**src/rtl/pipe_pkg.sv**
```systemverilog
// Shared types and constants for the ID/EX pipeline buffer.
// Holds the buffer state enum, default widths and control-bit positions.
package pipe_pkg;

  typedef enum logic [1:0] {
    EMPTY = 2'd0,
    ONE   = 2'd1,
    TWO   = 2'd2
  } state_t;

  localparam int DATA_W_DEF  = 32;
  localparam int REG_W_DEF   = 5;
  localparam int NUM_OPS_DEF = 2;
  localparam int CTRL_W_DEF  = 8;

  localparam int CTRL_MEMREAD  = 0;
  localparam int CTRL_MEMTOREG = 1;
  localparam int CTRL_MEMWRITE = 2;
  localparam int CTRL_ALUSRC   = 3;
  localparam int CTRL_REGWRITE = 4;
  localparam int CTRL_ALUOP    = 5;
  localparam int CTRL_ALUOP_W  = 2;

endpackage

```
**src/rtl/pipe_entry_reg.sv**
```systemverilog
// One buffer slot: payload plus control bits.
// Control can be cleared on its own so a killed slot never writes state.
module pipe_entry_reg #(
  parameter int DATA_W = 32,
  parameter int CTRL_W = 8
) (
  input  logic              clk,
  input  logic              rst,
  input  logic              load,
  input  logic              clr,
  input  logic [DATA_W-1:0] d_data,
  input  logic [CTRL_W-1:0] d_ctrl,
  output logic [DATA_W-1:0] q_data,
  output logic [CTRL_W-1:0] q_ctrl
);

  // payload loads on enable; clear wins over load for control
  always_ff @(posedge clk or posedge rst) begin
    if (rst) begin
      q_data <= '0;
      q_ctrl <= '0;
    end else begin
      if (load) q_data <= d_data;
      if (clr) q_ctrl <= '0;
      else if (load) q_ctrl <= d_ctrl;
    end
  end

endmodule

```
**src/rtl/pipe_stage_buf.sv**
```systemverilog
// Two-entry skid buffer between decode and execute.
// Registered in_ready, 1-cycle latency, flush kills both slots.
module pipe_stage_buf
  import pipe_pkg::*;
#(
  parameter int DATA_W  = DATA_W_DEF,
  parameter int REG_W   = REG_W_DEF,
  parameter int NUM_OPS = NUM_OPS_DEF,
  parameter int CTRL_W  = CTRL_W_DEF
) (
  input  logic                      clk,
  input  logic                      rst,
  input  logic                      in_valid,
  output logic                      in_ready,
  input  logic [NUM_OPS*DATA_W-1:0] in_ops,
  input  logic [DATA_W-1:0]         in_imm,
  input  logic [3*REG_W-1:0]        in_regs,
  input  logic [CTRL_W-1:0]         in_ctrl,
  input  logic                      flush,
  output logic                      out_valid,
  input  logic                      out_ready,
  output logic [NUM_OPS*DATA_W-1:0] out_ops,
  output logic [DATA_W-1:0]         out_imm,
  output logic [3*REG_W-1:0]        out_regs,
  output logic [CTRL_W-1:0]         out_ctrl,
  output logic [15:0]               bubble_cnt
);

  localparam int OPS_W = NUM_OPS * DATA_W;
  localparam int PW    = OPS_W + DATA_W + 3 * REG_W;

  state_t state, state_nxt;

  logic accept, issue;
  logic main_ld, skid_ld, from_skid;
  logic [PW-1:0] in_pay, main_pay, skid_pay, main_d;
  logic [CTRL_W-1:0] main_ctrl, skid_ctrl, main_cd;

  assign in_pay    = {in_regs, in_imm, in_ops};
  assign out_valid = (state != EMPTY);
  assign accept    = in_valid & in_ready;
  assign issue     = out_valid & out_ready;

  assign main_d  = from_skid ? skid_pay : in_pay;
  assign main_cd = from_skid ? skid_ctrl : in_ctrl;

  // next state and slot load enables; flush overrides everything
  always_comb begin
    state_nxt = state;
    main_ld   = 1'b0;
    skid_ld   = 1'b0;
    from_skid = 1'b0;
    if (flush) begin
      state_nxt = EMPTY;
    end else begin
      unique case (state)
        EMPTY: begin
          if (accept) begin
            main_ld   = 1'b1;
            state_nxt = ONE;
          end
        end
        ONE: begin
          if (accept && issue) begin
            main_ld = 1'b1;
          end else if (accept) begin
            skid_ld   = 1'b1;
            state_nxt = TWO;
          end else if (issue) begin
            state_nxt = EMPTY;
          end
        end
        TWO: begin
          if (issue) begin
            main_ld   = 1'b1;
            from_skid = 1'b1;
            state_nxt = ONE;
          end
        end
        default: state_nxt = EMPTY;
      endcase
    end
  end

  // state and registered ready, both cleared by reset
  always_ff @(posedge clk or posedge rst) begin
    if (rst) begin
      state    <= EMPTY;
      in_ready <= 1'b0;
    end else begin
      state    <= state_nxt;
      in_ready <= (state_nxt != TWO);
    end
  end

  pipe_entry_reg #(
    .DATA_W(PW),
    .CTRL_W(CTRL_W)
  ) u_main (
    .clk   (clk),
    .rst   (rst),
    .load  (main_ld),
    .clr   (flush),
    .d_data(main_d),
    .d_ctrl(main_cd),
    .q_data(main_pay),
    .q_ctrl(main_ctrl)
  );

  pipe_entry_reg #(
    .DATA_W(PW),
    .CTRL_W(CTRL_W)
  ) u_skid (
    .clk   (clk),
    .rst   (rst),
    .load  (skid_ld),
    .clr   (flush),
    .d_data(in_pay),
    .d_ctrl(in_ctrl),
    .q_data(skid_pay),
    .q_ctrl(skid_ctrl)
  );

  assign out_ops  = main_pay[OPS_W-1:0];
  assign out_imm  = main_pay[OPS_W +: DATA_W];
  assign out_regs = main_pay[PW-1 -: 3*REG_W];
  assign out_ctrl = out_valid ? main_ctrl : '0;

  // count idle cycles seen by a ready consumer, stick at max
  always_ff @(posedge clk or posedge rst) begin
    if (rst) begin
      bubble_cnt <= '0;
    end else if (out_ready && !out_valid && bubble_cnt != 16'hFFFF) begin
      bubble_cnt <= bubble_cnt + 16'd1;
    end
  end

endmodule

```
**config.mk**
```make
export PLATFORM = sky130hd
export DESIGN_NAME = pipe_stage_buf
export DESIGN_NICKNAME = d
export VERILOG_FILES = /design/src/rtl/pipe_pkg.sv /design/src/rtl/pipe_entry_reg.sv /design/src/rtl/pipe_stage_buf.sv
export SDC_FILE = /design/constraint.sdc
export NUM_CORES = 1
export LEC_CHECK = 0
export CAP_MARGIN = 10
export CORE_ASPECT_RATIO = 1.4
export CORE_MARGIN = 10
export CORE_UTILIZATION = 40
export CTS_CLUSTER_DIAMETER = 60
export CTS_CLUSTER_SIZE = 14
export DETAILED_ROUTE_END_ITERATION = 10
export MAX_ROUTING_LAYER = met4
export PLACE_DENSITY_LB_ADDON = 0.2
export SLEW_MARGIN = 0
export SYNTH_ARGS = -nofsm -noshare
export SYNTH_HDL_FRONTEND = slang
export SYNTH_SLANG_ARGS = --single-unit
```
**constraint.sdc**
```tcl
create_clock -name clk -period 26 [get_ports clk]
set_clock_uncertainty 0.2 [all_clocks]
set_input_delay 5.2 -clock clk [delete_from_list [all_inputs] [get_ports clk]]
set_output_delay 5.2 -clock clk [all_outputs]
set_load 0.01 [all_outputs]
```
==> impl_metrics.env <==
export IMPL_status="completed"
export IMPL_tightest_slew_ns=1.03
export IMPL_holdWs_ns=0.294
export IMPL_synthTopCellsByCount="dfrtp_1 (257), o21ai_0 (212), mux2i_1 (127)"
export IMPL_timing_worst_setup_path_type="primary input to flip-flop"
export IMPL_drt_iter0_markers=443
export IMPL_synth_top_area_frac=0.586
export IMPL_final_antenna_net_count=0
export IMPL_fmax_ghz=0.118
export IMPL_cts_root_buf="clkbuf_16"
export IMPL_arrival_ns=8.63
export IMPL_ys_warn_count=0
export IMPL_grt_antenna_before_repair=1
export IMPL_synth_nets=1012
export IMPL_wl_per_cell_um=20.1
export IMPL_layout_nets=1241
export IMPL_vdd_ir_drop_worst_uv=48.1
export IMPL_synth_top_cell_by_area="dfrtp_1"
export IMPL_cellPowerDensity_mw_per_mm2=75.6
export IMPL_finalSetupViolations=0
export IMPL_dp_hpwl_um=19400
export IMPL_max_stage_delay_ns=0.89
export IMPL_path_clk_slew_ns=0.07
export IMPL_cts_made_buffers=22
export IMPL_cts_setup_buffers=0
export IMPL_io_buffer_count=260
export IMPL_post_synth_top_count_cell="dfrtp_1"
export IMPL_post_route_period_util=0.326
export IMPL_yosysUniqueCellTypes=31
export IMPL_htree_levels=1
export IMPL_grt_pass1_wl_um=47000
export IMPL_critPathMaxFanout=54
export IMPL_avgSynthCellArea_um2=12.4
export IMPL_rsz0062_at_grt="false"
export IMPL_busiest_layer="met2"
export IMPL_cts_sinks=257
export IMPL_io_pin_count=261
export IMPL_die_h_um=216
export IMPL_die_area_mm2=0.0346
export IMPL_rows=71
export IMPL_worst_ep_required_time_ns=26.16
export IMPL_cap_violations=0
export IMPL_path_common_cell="buf_4"
export IMPL_end_kind="flip-flop"
export IMPL_first_pass_iters=6
export IMPL_syn_inst=887
export IMPL_synthTopCellsByArea="dfrtp_1 (59%), mux2i_1 (12%), mux2_2 (11%)"
export IMPL_critPathSlowestCell="buf_4"
export IMPL_async_flop_share=1.00
export IMPL_grt_pass1_vias=8142
export IMPL_die_width_um=160
export IMPL_synth_edf_count=0
export IMPL_worst_hold_path_type="flip-flop to flip-flop"
export IMPL_fin_setup_tns_ns=0
export IMPL_drt_total_wl_um=29800
export IMPL_drc=0
export IMPL_grt_use_total=0.171
export IMPL_cp_start_kind="primary input"
export IMPL_start_util=0.407
export IMPL_ys_seq_area_frac=0.586
export IMPL_p_leak_nw=5.70
export IMPL_grt_max_degree=99
export IMPL_grtUsageMet3=0.0326
export IMPL_path_cells="clkdlybuf4s50_1 > nand3b_1 > nor2_4 > buf_4 > buf_4 > mux2i_1 > o21ai_0"
export IMPL_holdBufCountCts=0
export IMPL_drive_gt1_frac=0.139
export IMPL_grtUsageMet1=0.217
export IMPL_synth_seq_cells=257
export IMPL_cts_resized=0
export IMPL_grtUsageMet2=0.277
export IMPL_netlist_area_mm2=0.0110
export IMPL_area_growth_pct=31.7
export IMPL_fin_crit_ns=8.47
export IMPL_clock_path_buffers=3
export IMPL_clk_latency_ns=0.50
export IMPL_slew_viol_final=0
export IMPL_cts_tree="done"
export IMPL_core_area_mm2=0.0270
export IMPL_routabilityCongestion=0.796
export IMPL_num_vias=7746
export IMPL_viasPerCell=5.23
export IMPL_hold_viol=0
export IMPL_ys_flop_type="dfrtp_1"
export IMPL_grt_overflow=0
export IMPL_max_slew_margin=0.315
-- area by class of cell --
type,count,area (um2)
Clock buffer,23,576
Sequential cell,257,6430
Multi-Input combinational cell,560,4280
Timing Repair Buffer,271,2680
Antenna cell,1,2.50
Fill cell,2451,12500
Tap cell,365,457
Clock inverter,1,11.3
Inverter,4,22.5
-- cells by family after synthesis --
kind of cell    Yosys count  share of synthesized area
flops                   257                      0.586
buf+inv                  70                     0.0264
mux                     239                      0.231
fa+ha+maj                 1                    0.00114
simple gates             70                     0.0335
compound gates          234                      0.110
xor+xnor                 16                     0.0128
-- cell usage in the layout (no fill, tap or decap), drive strengths merged, types with 2 or more instances in the layout --
cell type,n
nor4b,2
nand4b,2
nand4,3
xor2,14
nor2b,9
nor2,24
mux2,112
inv,5
buf,12
nor4,3
clkdlybuf4s50,259
a211oi,8
nor3b,2
mux2i,127
nand2b,2
nor3,8
dfrtp,257
xnor2,2
clkbuf,23
nand3,5
o21ai,222
nand2,6
-- worst paths after layout --
kind                       depth (start not counted)  slack [ns]                       from                              to
max in group asynchronous                          3       19.07                        rst  u_main.q_data[104]$_DFFE_PP0P_
min in group asynchronous                          2        5.03                        rst   u_skid.q_data[57]$_DFFE_PP0P_
min reg2reg                                        1        0.29  bubble_cnt[8]$_DFFE_PP0P_       bubble_cnt[8]$_DFFE_PP0P_
min                                                1        0.29  bubble_cnt[8]$_DFFE_PP0P_       bubble_cnt[8]$_DFFE_PP0P_
max                                                7       17.53                  out_ready   u_main.q_data[48]$_DFFE_PP0P_
max reg2reg                                        6       22.32         state[1]$_DFF_PP0_   u_main.q_data[48]$_DFFE_PP0P_
-- critical path, delay by kind of cell --
kind / cells / cell delay, ns
muxes: 1 / 0.27
AOI/OAI and AO/OA: 1 / 0.09
and+or+nand+nor: 2 / 0.71
buffers and inverters: 3 / 2.27
-- routing by layer --
metal  vias to the layer above  part of all wire
li1                       3620                 -
met1                      3874              0.44
met2                       209              0.49
met3                        43             0.049
met4                         0             0.024
met5                         -                 0
-- state kept, by name, indices dropped and copies added (netlist names) --
signal,count
u_main.q_data,111
u_skid.q_data,111
bubble_cnt,16
u_main.q_ctrl,8
u_skid.q_ctrl,8
state,2
in_ready,1
-- report_power, final --
group	total (mW)	switching [mW]	internal, mW
logic	0.249	0.103	0.146
clock network	0.295	0.139	0.157
registers	0.549	0.0563	0.493
total	1.09	0.298	0.795
-- through the flow --
step / total power, mW / area [um2] / utilization / setup slack, ns / instances
detailed placement: 0.810 / 13900 / 0.514 / 16.95 / 1457
global placement: 0.801 / 13900 / 0.514 / 17.00 / 1457
finish: 1.09 / 14500 / 0.536 / 17.53 / 1482
CTS: 1.11 / 14500 / 0.536 / 17.47 / 1481
global route: 1.15 / 14500 / 0.536 / 17.27 / 1482
floorplan: 0.665 / 11000 / - / 13.53 / 887
(Power assumes the default switching activity.)
